### config.mk
export PLATFORM = sky130hd
export DESIGN_NAME = uart_rx_buf
export DESIGN_NICKNAME = d
export VERILOG_FILES = /design/src/rtl/uart_rx_buf_pkg.sv /design/src/rtl/uart_rx_buf_rx_fifo.sv /design/src/rtl/uart_rx_buf.sv
export SDC_FILE = /design/constraint.sdc
export NUM_CORES = 1
export LEC_CHECK = 0
export BUFFER_PORTS_ARGS = -buffer_cell sky130_fd_sc_hd__buf_2
export CAP_MARGIN = 0
export CORE_ASPECT_RATIO = 0.6
export CORE_UTILIZATION = 25
export DETAILED_ROUTE_END_ITERATION = 16
export PLACE_DENSITY = 0.37
export SETUP_SLACK_MARGIN = 0.2
export SYNTH_ARGS = -nofsm -noshare
export SYNTH_HDL_FRONTEND = slang
export SYNTH_SLANG_ARGS = --single-unit
### constraint.sdc
create_clock -name clk -period 2.54 [get_ports clk]
set_input_delay 0.127 -clock clk [delete_from_list [all_inputs] [get_ports clk]]
set_output_delay 0.127 -clock clk [all_outputs]
set_load 0.01 [all_outputs]
### src/rtl/uart_rx_buf_pkg.sv
// Shared UART definitions: baud divisor table and receiver FSM state encodings.
// The transmit stage uses the same divisor table, so both ends agree on bit timing.
package uart_rx_buf_pkg;

  // Wide enough for a 9600 baud divisor at clock rates of up to about 600 MHz.
  localparam int CNT_W = 16;

  typedef enum logic [1:0] {
    ST_IDLE  = 2'd0,
    ST_START = 2'd1,
    ST_DATA  = 2'd2,
    ST_STOP  = 2'd3
  } rx_state_e;

  // Clocks per bit for a given choose code, integer-truncated.
  function automatic logic [CNT_W-1:0] baud_div(input int clk_freq, input logic [1:0] sel);
    int baud;
    case (sel)
      2'b00:   baud = 9600;
      2'b01:   baud = 19200;
      2'b10:   baud = 38400;
      default: baud = 115200;
    endcase
    return CNT_W'(clk_freq / baud);
  endfunction

endpackage

### src/rtl/uart_rx_buf_rx_fifo.sv
// Receive byte FIFO, first-word-fall-through, register-array storage.
// A push into a full FIFO is dropped and reported, unless a pop in the same cycle frees a slot.
module uart_rx_buf_rx_fifo #(
  parameter int FIFO_AW = 3
) (
  input  logic       clk,
  input  logic       rst,
  input  logic       wr_en,
  input  logic [7:0] wr_data,
  input  logic       rd_en,
  output logic [7:0] rd_data,
  output logic       empty,
  output logic       full,
  output logic       overrun
);

  localparam int DEPTH = 2 ** FIFO_AW;
  localparam logic [FIFO_AW:0] DEPTH_C = (FIFO_AW + 1)'(DEPTH);

  logic [7:0]         mem_q [DEPTH];
  logic [7:0]         mem_d [DEPTH];
  logic [FIFO_AW-1:0] wr_ptr_q, wr_ptr_d;
  logic [FIFO_AW-1:0] rd_ptr_q, rd_ptr_d;
  logic [FIFO_AW:0]   count_q, count_d;
  logic               overrun_q, overrun_d;
  logic               pop;
  logic               full_w;
  logic               do_write;

  assign full_w   = (count_q == DEPTH_C);
  assign pop      = rd_en && (count_q != '0);
  assign do_write = wr_en && (!full_w || pop);

  // Next-state for storage, pointers, occupancy and the drop pulse.
  always_comb begin
    mem_d     = mem_q;
    wr_ptr_d  = wr_ptr_q;
    rd_ptr_d  = rd_ptr_q;
    count_d   = count_q;
    overrun_d = wr_en && full_w && !pop;
    if (do_write) begin
      mem_d[wr_ptr_q] = wr_data;
      wr_ptr_d        = wr_ptr_q + 1'b1;
    end
    if (pop) begin
      rd_ptr_d = rd_ptr_q + 1'b1;
    end
    case ({do_write, pop})
      2'b10:   count_d = count_q + 1'b1;
      2'b01:   count_d = count_q - 1'b1;
      default: count_d = count_q;
    endcase
  end

  // FIFO state registers; storage is cleared so the head reads 8'h00 out of reset.
  always_ff @(posedge clk or negedge rst) begin
    if (!rst) begin
      for (int i = 0; i < DEPTH; i++) begin
        mem_q[i] <= '0;
      end
      wr_ptr_q  <= '0;
      rd_ptr_q  <= '0;
      count_q   <= '0;
      overrun_q <= 1'b0;
    end else begin
      mem_q     <= mem_d;
      wr_ptr_q  <= wr_ptr_d;
      rd_ptr_q  <= rd_ptr_d;
      count_q   <= count_d;
      overrun_q <= overrun_d;
    end
  end

  assign rd_data = mem_q[rd_ptr_q];
  assign empty   = (count_q == '0);
  assign full    = full_w;
  assign overrun = overrun_q;

endmodule

### src/rtl/uart_rx_buf.sv
// 8N1 UART receiver feeding a small FWFT byte FIFO.
//
//   state | meaning
//   IDLE  | line idle, waiting for a low level on the synchronised input
//   START | timing to the middle of the start bit to reject glitches
//   DATA  | sampling 8 data bits mid-bit, LSB first
//   STOP  | sampling the stop bit; high pushes the byte, low flags a framing error
//
// The FSM leaves STOP at mid stop bit so back-to-back frames need no extra idle time.
module uart_rx_buf
  import uart_rx_buf_pkg::*;
#(
  parameter int CLK_FREQ = 50_000_000,
  parameter int FIFO_AW  = 3
) (
  input  logic       clk,
  input  logic       rst,
  input  logic       rx_in,
  input  logic [1:0] choose,
  input  logic       rd_en,
  output logic [7:0] rx_data,
  output logic       rx_valid,
  output logic       fifo_full,
  output logic       frame_err,
  output logic       overrun
);

  localparam logic [CNT_W-1:0] DIV_0 = baud_div(CLK_FREQ, 2'b00);
  localparam logic [CNT_W-1:0] DIV_1 = baud_div(CLK_FREQ, 2'b01);
  localparam logic [CNT_W-1:0] DIV_2 = baud_div(CLK_FREQ, 2'b10);
  localparam logic [CNT_W-1:0] DIV_3 = baud_div(CLK_FREQ, 2'b11);

  logic             rx_meta_q, rx_sync_q;
  rx_state_e        state_q, state_d;
  logic [CNT_W-1:0] cnt_q, cnt_d;
  logic [CNT_W-1:0] div_q, div_d;
  logic [2:0]       bit_idx_q, bit_idx_d;
  logic [7:0]       shift_q, shift_d;
  logic             frame_err_q, frame_err_d;
  logic [CNT_W-1:0] div_sel;
  logic             expired;
  logic             push;
  logic             fifo_empty;

  assign expired = (cnt_q == '0);

  // Divisor for the current choose code; only captured when a frame starts.
  always_comb begin
    case (choose)
      2'b00:   div_sel = DIV_0;
      2'b01:   div_sel = DIV_1;
      2'b10:   div_sel = DIV_2;
      default: div_sel = DIV_3;
    endcase
  end

  // Two-flop synchroniser; resets to the idle-high line level.
  always_ff @(posedge clk or negedge rst) begin
    if (!rst) begin
      rx_meta_q <= 1'b1;
      rx_sync_q <= 1'b1;
    end else begin
      rx_meta_q <= rx_in;
      rx_sync_q <= rx_meta_q;
    end
  end

  // Receiver next-state: down-counter expiry marks each mid-bit sample point.
  always_comb begin
    state_d     = state_q;
    cnt_d       = cnt_q;
    div_d       = div_q;
    bit_idx_d   = bit_idx_q;
    shift_d     = shift_q;
    frame_err_d = 1'b0;
    push        = 1'b0;
    if (state_q != ST_IDLE && !expired) begin
      cnt_d = cnt_q - 1'b1;
    end
    case (state_q)
      ST_IDLE: begin
        if (!rx_sync_q) begin
          state_d = ST_START;
          div_d   = div_sel;
          cnt_d   = (div_sel >> 1) - 1'b1;
        end
      end
      ST_START: begin
        if (expired) begin
          if (!rx_sync_q) begin
            state_d   = ST_DATA;
            cnt_d     = div_q - 1'b1;
            bit_idx_d = 3'd0;
          end else begin
            state_d = ST_IDLE;
          end
        end
      end
      ST_DATA: begin
        if (expired) begin
          shift_d   = {rx_sync_q, shift_q[7:1]};
          cnt_d     = div_q - 1'b1;
          bit_idx_d = bit_idx_q + 1'b1;
          if (bit_idx_q == 3'd7) begin
            state_d = ST_STOP;
          end
        end
      end
      ST_STOP: begin
        if (expired) begin
          state_d = ST_IDLE;
          if (rx_sync_q) begin
            push = 1'b1;
          end else begin
            frame_err_d = 1'b1;
          end
        end
      end
      default: state_d = ST_IDLE;
    endcase
  end

  // Receiver FSM, timing and shift registers; reset aborts any frame in flight.
  always_ff @(posedge clk or negedge rst) begin
    if (!rst) begin
      state_q     <= ST_IDLE;
      cnt_q       <= '0;
      div_q       <= DIV_3;
      bit_idx_q   <= '0;
      shift_q     <= '0;
      frame_err_q <= 1'b0;
    end else begin
      state_q     <= state_d;
      cnt_q       <= cnt_d;
      div_q       <= div_d;
      bit_idx_q   <= bit_idx_d;
      shift_q     <= shift_d;
      frame_err_q <= frame_err_d;
    end
  end

  uart_rx_buf_rx_fifo #(
    .FIFO_AW(FIFO_AW)
  ) u_fifo (
    .clk     (clk),
    .rst     (rst),
    .wr_en   (push),
    .wr_data (shift_q),
    .rd_en   (rd_en),
    .rd_data (rx_data),
    .empty   (fifo_empty),
    .full    (fifo_full),
    .overrun (overrun)
  );

  assign rx_valid  = ~fifo_empty;
  assign frame_err = frame_err_q;

endmodule

### After elaboration in Yosys (flattened, before gate mapping)

Cells that the tools add are included.

| cells by class | value |
|---|---|
| mux-type cells | 31 |
| $add $sub $neg | 8 |
| order comparisons | 3 |
| bitwise operators | 4 |
| reduce and logical (&&, ||, !) cells | 22 |
| equal/unequal tests | 15 |

Operators with widths:

| kind | number |
|---|---|
| $mux W16 | 5 |
| $bwmux W64 | 1 |
| $pmux W16 S3 | 1 |
| $pmux W13 S3 | 1 |
| $sub A16 B1 Y16 const B | 2 |
| $bmux W8 S3 | 1 |
| $demux W8 S3 | 1 |
| $mux W8 | 3 |
| $logic_not A16 Y1 | 1 |
| $sub A15 B1 Y16 const B | 1 |
| $mux W2 | 6 |
| $ne A2 B2 Y1 const B | 6 |
| $add A3 B1 Y3 const B | 3 |
| $mux W3 | 3 |
| $eq A2 B2 Y1 const B | 4 |
| $ge A4 B4 Y1 const B | 2 |
| $not A3 Y4 | 2 |
| $pmux W2 S4 | 1 |
| $pmux W4 S2 | 1 |
| $eq A2 B1 Y1 const B | 3 |
| $logic_and A1 B1 Y1 | 6 |
| $mux W1 | 6 |
| $pmux W3 S2 | 1 |
| $reduce_bool A2 Y1 | 3 |
| 14 further kinds | 19 |

| storage, ports and cells | value |
|---|---|
| logic and storage cells | 103 |
| bits of input ports | 6 |
| register bits after elaboration | 123 |

### Depth between registers and ports, before layout

Gate-level depths: netlist of run 1.

| logic depth | value |
|---|---|
| word-level depth | 7 |
| mapped depth | 13 |

### By module

A second synthesis of run 1 with hierarchy kept.

| second synthesis, totals | value |
|---|---|
| cells, all modules | 498 |
| area total of the unflattened synthesis | 5973.2 µm² |

By module, submodules not included:

| module | area each (µm²) | seq. area each (µm²) | cells an instance | times used |
|---|---|---|---|---|
| uart_rx_buf_rx_fifo | 3493.4 | 1876.8 | 220 | 1 |
| uart_rx_buf | 2479.9 | 1033.5 | 278 | 1 |

### Worst setup path before layout of run 1

Ideal clock, no wire load.

| timing path | value |
|---|---|
| kind | reg2reg |
| start | register cnt_q[0] |
| end | register u_fifo.count_q[3] |
| path slack | -213 ps |
| setup time | 125 ps |
| arrival time | 2627 ps |
| data required time | 2415 ps |
| period minus slack after synthesis | 2753 ps |
| stages on the path, launching flop included | 14 |
| cells stage by stage | dfrtp_1 inv_1 ha_1 nor3b_2 nand4_2 nor2_1 nand3_1 ha_1 ha_1 a21o_1 a21oi_1 xnor2_1 nor2_1 xor2_1 |

| on the way | value |
|---|---|
| cells in the longest elaborated chain, start to end | 6 |
| elaborated cells on any way between the ends | 8 |

RTL lines:

| item | line | text |
|---|---|---|
| from (decl) | uart_rx_buf.sv:35 | `logic [CNT_W-1:0] cnt_q, cnt_d;` |
| from (signal assigned) | uart_rx_buf.sv:134 | `cnt_q <= cnt_d;` |
| $logic_not A16 Y1 * | uart_rx_buf.sv:45 | `assign expired = (cnt_q == '0);` |
| $mux W1 * | uart_rx_buf.sv:110 | `if (expired) begin` |
| $mux W1 * | uart_rx_buf.sv:80 | `case (state_q)` |
| $logic_and A1 B1 Y1 * | uart_rx_buf_rx_fifo.sv:32 | `assign do_write = wr_en && (!full_w \|\| pop);` |
| $eq A2 B1 Y1 / $eq A2 B2 Y1 (equally long branches) | uart_rx_buf_rx_fifo.sv:48 | `case ({do_write, pop})` |
| $pmux W4 S2 / $reduce_bool A2 Y1 (equally long branches) | -- |  |
| to (signal assigned) | uart_rx_buf_rx_fifo.sv:69 | `count_q <= count_d;` |
| to (decl) | uart_rx_buf_rx_fifo.sv:24 | `logic [FIFO_AW:0] count_q, count_d;` |

Mark *: on every way between the ends. The rest lies on a longest branch, timed or not.
A chain may end at the register's enable or synchronous reset.

### Worst setup path in the final report of run 1

| timing path | value |
|---|---|
| start | register cnt_q[11] |
| end | register u_fifo.count_q[3] |

The elaborated chain is that of the path after synthesis.

==> flow_summary.toml, run 1 <==
[outcome]
status = "finished, final reports clean"

[timing]
skew_ns = 0.009110
tightestPinTransition_ns = 0.6324
drv_slew = 0
relSlewSlack = 0.5784
max_freq_mhz = 414.1
final_hold_viol_count = 0
rsz0062_at_grt = "yes"
setup_viol = 0
finalCritPeriodShare = 0.9508
finalSetupTns_ns = 0
period_needed_ns = 2.415

[cells_and_area]
fillers = 2360
seq_area_um2 = 2910
final_cell_area_um2 = 7428
instances_no_fill = 862
multi_input_area_um2 = 3028
antenna-diode-count = 0
drive_gt1_frac = 0.3656
area_growth_pct = 22.94
nNetsFinal = 559

[setup_path]
worstPathMaxFanout = 3
crit_chain = "nor4_2 > buf_4 > nand4_4 > nor2_4 > nand3_2 > ha_4 > ha_4 > a21o_1 > a21oi_2 > xnor2_1 > nor2_1 > xor2_1"
end_kind = "register"
crit_buf_inv = 1
worst-setup-path-type = "register to register"
crit_family = "simple AND/OR/NAND/NOR gates"
start_kind = "register"
cp_slowest_cell = "dfrtp_1"
arrival_ns = 2.72
max_stage_delay_ns = 0.41
cp.required_ns = 2.84
cp_common_cell = "ha_4"

[place]
globalplace.congestion = 0.7896
dpl_cell_area_um2 = 6584
port_buffers = 17
placed_cells = 819
place_hpwl_um = 10680

[global_route]
grt_max_degree = 41
track_usage = 0.1336
antenna_found_initial = 0
overflow = 0
grt_pass1_vias = 3961
grt_pass1_wl_um = 24370

[synthesis]
synth-edff-count = 0
synth-seq-area-share = 0.4817
ys_top_cells_by_area = "dfrtp_1 46%, mux2_2 14%, mux4_2 6.0%"
synth_common_cells = "110 x dfrtp_1, 74 x mux2_2, 63 x nand2_1"
synth_seq_cells = 116
syn_nets = 510
synth_top_area_frac = 0.4556
yosysWarnings = 0
syn_area_um2 = 6042
syn_inst = 486
avgSynthCellArea_um2 = 12.43
synthDistinctLibCells = 53
synth_top_cell_by_area = "dfrtp_1"
ys.flop_type = "dfrtp_1"
synth_most_common_cell = "dfrtp_1"
async_flop_share = 1.000

[die]
fp.dieArea_um2 = 24810
ios = 18
placementRows = 43
die_x_um = 202.7
initial_core_util = 0.2582
core_area_um2 = 23400
die_h_um = 122.4

[min_path]
hp-class = "input pin to register"

[drt]
drt_iter0_drc = 213
drt-wirelength-per-cell_um = 17.72
drtAntennaViolNets = 0
avgViaCountPerCell = 4.568
first_pass_iters = 4
drt_wl_total_um = 15270
via_count = 3938
drc = 0

[job]
max_cap_violations = 0

[clock_network]
clk_pin_slew_worst_paths_ns = 0.06
clkLatencyLatePin_ns = 0.42
cts_max_level = 4
cts_buffer_depth = 2
root_buffer = "clkbuf_16"
cts_sinks = 116
cts_buffers = 17
cts_tree = "built"

[power_and_ir_drop]
pwr-share-clk = 0.375
seqPwrFrac = 0.384
peakVddDrop_v = 0.0004258
comb_power_share = 0.242
p_int_mw = 4.488
powerDensity_nw_per_um2 = 874.7
leakage_nw = 3.455
swShare = 0.3093
p_sw_mw = 2.010
[routing by layer]
metal,global-route usage,share of wire,up-vias
met1,0.2126,0.58,2026
met3,0.03824,0.041,10
li1,-,-,1850
met4,0.04229,0.0093,0
met2,0.1650,0.37,52
met5,0,0,-
[layout by cell type (no fill, tap or decap), drive strengths merged, types with 2 or more instances in the layout]
cell type    count
a21o             4
a21oi            5
a22o             2
and2             5
buf             54
bufinv           2
clkbuf          28
dfrtp          110
dfstp            6
dlygate4sd3      2
ha              17
inv             11
mux2            74
mux4            16
nand2           65
nand3            7
nand3b           2
nand4            9
nor2            20
nor2b            2
nor3            13
nor3b            2
nor4            10
nor4b            3
o211ai           2
o21ai           14
o221ai          12
or2              3
or3              4
or4              3
xnor2           19
xor2             9
[sequential cells by signal, summed over array words and instances (netlist names), named ones only]
signal and cells:
u_fifo.mem_q 64, cnt_q 16, div_q 9, shift_q 8, u_fifo.count_q 4, bit_idx_q 3, u_fifo.rd_ptr_q 3, u_fifo.wr_ptr_q 3
frame_err 1, rx_meta_q 1, rx_sync_q 1, state_q 1, u_fifo.overrun 1
[tightest hold or removal path: stages]
cell and delay [ns]:
buf_2 0.11, nand2_1 0.12, xnor2_1 0.07
[path summary, 6_finish.rpt]
path	startpoint	endpoint	slack (ns)	depth (start not counted)
max reg2reg	cnt_q[11]$_DFF_PN0_	u_fifo.count_q[3]$_DFFE_PN0P_	0.12	12
min	rd_en	u_fifo.rd_ptr_q[0]$_DFFE_PN0P_	0.06	3
max in group asynchronous	rst	div_q[8]$_DFFE_PN1P_	1.60	3
min in group asynchronous	rst	div_q[3]$_DFFE_PN0P_	0.20	2
max	cnt_q[11]$_DFF_PN0_	u_fifo.count_q[3]$_DFFE_PN0P_	0.12	12
min reg2reg	rx_meta_q$_DFF_PN1_	rx_sync_q$_DFF_PN1_	0.36	0
[through the flow]
step | worst slack, ns | hold slack, ns | util | power, mW
3_5_place_dp | 0.08745 | 0.1113 | 0.2813 | 4.016
2_1_floorplan | 0.1104 | -0.1686 | - | 3.515
5_1_grt | -0.05457 | 0.06018 | 0.3174 | 6.887
4_1_cts | 0.1051 | 0.04070 | 0.3097 | 6.554
3_3_place_gp | 0.1063 | 0.1164 | 0.2813 | 4.017
6_report | 0.1249 | 0.05901 | 0.3174 | 6.498
[power groups by stage]
stage / Sequential [mW] / Combinational (mW) / Clock (mW)
after floorplan: 2.39 / 1.12 / 0
after global placement: 2.52 / 1.49 / 0
after detailed placement: 2.52 / 1.50 / 0
after CTS: 2.49 / 1.56 / 2.51
after global routing: 2.54 / 1.76 / 2.58
final: 2.49 / 1.57 / 2.43
[repair_timing]
action                                 in CTS  in global routing
gates resized for setup                     4                 34
pin swaps                                   4                  8
setup endpoints to repair                  49                 64
cloned                                      0                  0
endpoints found under the hold margin      30                  0
buffers inserted                            4                  6
hold buffers                                2                  0
[layout make-up]
| cell class | count | area share |
|---|---|---|
| clock inverters | 3 | 0.008759 |
| multi-input cells | 333 | 0.4076 |
| clock buffers | 28 | 0.07091 |
| flip-flops and latches | 116 | 0.3918 |
| inverters | 11 | 0.005558 |
| repair buffers | 56 | 0.06232 |
| well taps | 315 | 0.05306 |
[kinds of logic after synthesis]
kind of cell / Yosys count / synth area share
simple gates: 153 / 0.1363
buf+inv: 37 / 0.05508
flops: 116 / 0.4817
mux: 91 / 0.1992
xor+xnor: 28 / 0.04059
compound gates: 43 / 0.04867
fa+ha+maj: 18 / 0.03852
Power figures use the tool's default switching activity.
==> inputs of run 2 (changes only) <==
--- a/config.mk
+++ b/config.mk
@@ -9,6 +9,7 @@
 export CAP_MARGIN = 0
 export CORE_ASPECT_RATIO = 0.6
 export CORE_UTILIZATION = 25
+export CTS_BUF_LIST = sky130_fd_sc_hd__clkbuf_4
 export DETAILED_ROUTE_END_ITERATION = 16
 export PLACE_DENSITY = 0.37
 export SETUP_SLACK_MARGIN = 0.2
==> run 2 against run 1 <==
Hold slack improved by 0.0071 ns. Core utilization decreased by 0.87 points. Register-to-register slack got worse by 0.03 ns. Non-clock buffer count increased by 1. Die area unchanged. Power decreased by 17%.
==> flow_summary.toml, run 2 (synthesized netlist as in run 1, its figures left out) <==
[job]
max_cap_violations = 0

[place]
port_buffers = 17
globalplace.congestion = 0.7896
placed_cells = 819
place_hpwl_um = 10680

[die]
initial_core_util = 0.2582
die_h_um = 122.4
ios = 18
die_x_um = 202.7
core_area_um2 = 23400
placementRows = 43
fp.dieArea_um2 = 24810

[outcome]
status = "finished, final reports clean"

[global_route]
antenna_found_initial = 0
grt_pass1_wl_um = 24110
track_usage = 0.1318
grt_pass1_vias = 3920
grt_max_degree = 41
overflow = 0

[setup_path]
r2r_end = "u_fifo.count_q[3]$_DFFE_PN0P_"
crit_chain = "inv_1 > ha_2 > nor3b_4 > nand4_4 > nor2_4 > nand3_2 > ha_4 > ha_4 > a21o_1 > a21oi_2 > xnor2_1 > nor2_1 > xor2_1"
reg2reg_from = "cnt_q[1]$_DFF_PN0_"
worst-setup-path-type = "register to register"
r2r_cells = 13
start_kind = "register"
cp_slowest_cell = "dfrtp_1"
r2r_slack_ns = 0.1
max_stage_delay_ns = 0.41
cp_common_cell = "ha_4"
cp.required_ns = 2.95
arrival_ns = 2.85
worstPathMaxFanout = 3
end_kind = "register"

[timing]
drv_slew = 0
setup_viol = 0
tightestPinTransition_ns = 0.7399
final_hold_viol_count = 0
rsz0062_at_grt = "yes"
period_needed_ns = 2.442
max_freq_mhz = 409.5
skew_ns = 0.02884
relSlewSlack = 0.5067
finalCritPeriodShare = 0.9614

[clock_network]
clk_pin_slew_worst_paths_ns = 0.12
cts_buffers = 17
cts_max_level = 4
cts_buffer_depth = 2
root_buffer = "clkbuf_4"
cts_sinks = 116
clkLatencyLatePin_ns = 0.54
cts_tree = "built"

[drt]
first_pass_iters = 4
drt_wl_total_um = 15310
wl_met1_um = 8858
drt_iter0_drc = 245
wl_met3_um = 728
drc = 0
avgViaCountPerCell = 4.596
drt-wirelength-per-cell_um = 17.74
drtAntennaViolNets = 0
wl_met2_um = 5653
routed.top_layer = "met4"
via_count = 3966

[cells_and_area]
largest_reg_flops = 64
final_common_cell = "dfrtp_1"
antenna-diode-count = 0
nNetsFinal = 560
top_regs = "u_fifo.mem_q: 64 flops, cnt_q: 16 flops, div_q: 9 flops"
drive_gt1_frac = 0.3631
area_growth_pct = 19.59
layout_common_cells = "110 x dfrtp_1, 63 x nand2_1, 52 x mux2_4"
regMostFlops = "u_fifo.mem_q"
utilization = 0.3087
instances_no_fill = 863

[power_and_ir_drop]
powerDensity_nw_per_um2 = 747.1
leakage_nw = 3.355
peakVddDrop_v = 0.0003078

[min_path]
hp-class = "input pin to async pin"
-- run 2: cell count changes in the layout (fill, tap and decap cells not counted), sizes merged --
| cell | change |
|---|---|
| dlygate4sd3 | +1 |
| clkinv | +6 |
| clkbuf | -6 |
-- run 2: critical path, delay by kind of cell, from the launching register on --
family / cells / cell delay, ns
xor+xnor: 2 / 0.25
simple gates: 5 / 0.73
fa+ha+maj: 3 / 0.57
flops: 1 / 0.41
compound gates: 2 / 0.29
buf+inv: 1 / 0.07
-- run 2: layout make-up --
type / count / area [µm²]
clock buffers: 22 / 165.2
clock inverters: 9 / 87.58
fillers: 2380 / 16180
inverters: 11 / 41.29
multi-input cells: 333 / 3120
flip-flops and latches: 116 / 2910
well taps: 315 / 394.1
repair buffers: 57 / 506.7
-- run 2: worst max-delay path by stage --
stage,cells after the start,from,endpoint
3_3_place_gp,11,cnt_q[6]$_DFF_PN0_,u_fifo.count_q[3]$_DFFE_PN0P_
3_5_place_dp,11,cnt_q[6]$_DFF_PN0_,u_fifo.count_q[3]$_DFFE_PN0P_
2_1_floorplan,13,cnt_q[0]$_DFF_PN0_,u_fifo.count_q[3]$_DFFE_PN0P_
5_1_grt,13,cnt_q[1]$_DFF_PN0_,u_fifo.count_q[3]$_DFFE_PN0P_
4_1_cts,12,cnt_q[11]$_DFF_PN0_,u_fifo.count_q[3]$_DFFE_PN0P_
6_report,13,cnt_q[1]$_DFF_PN0_,u_fifo.count_q[3]$_DFFE_PN0P_
-- run 2: repair_timing --
item | CTS | global route
resized for setup | 6 | 64
buffers inserted | 2 | 8
hold buffers | 3 | 0
hold endpoints to repair | 114 | 0
pin swaps | 2 | 2
endpoints found under the setup margin | 61 | 71
-- run 2: per-stage QoR --
step / instance area [µm²] / setup WS (ns) / hold slack [ns] / setup TNS (ns) / total power, mW
3_3_place_gp: 6584 / 0.1063 / 0.1164 / 0 / 4.017
6_report: 7226 / 0.09798 / 0.06612 / 0 / 5.398
2_1_floorplan: 6122 / 0.1104 / -0.1686 / 0 / 3.515
5_1_grt: 7226 / -0.06773 / 0.04820 / -0.07848 / 5.780
3_5_place_dp: 6584 / 0.08745 / 0.1113 / 0 / 4.016
4_1_cts: 6908 / 0.08217 / 0.01755 / 0 / 5.414
-- run 2: where the power goes --
group / leakage, nW / internal, mW / switching, mW
registers: 1.54 / 2.12 / 0.370
clock network: 0.143 / 0.613 / 0.698
logic: 1.67 / 0.786 / 0.813
-- run 2: per-layer routing --
layer | vias up | GRT usage
li1 | 1857 | -
met3 | 5 | 0.04063
met2 | 57 | 0.1635
met4 | 0 | 0.02961
met5 | - | 0
met1 | 2047 | 0.2117
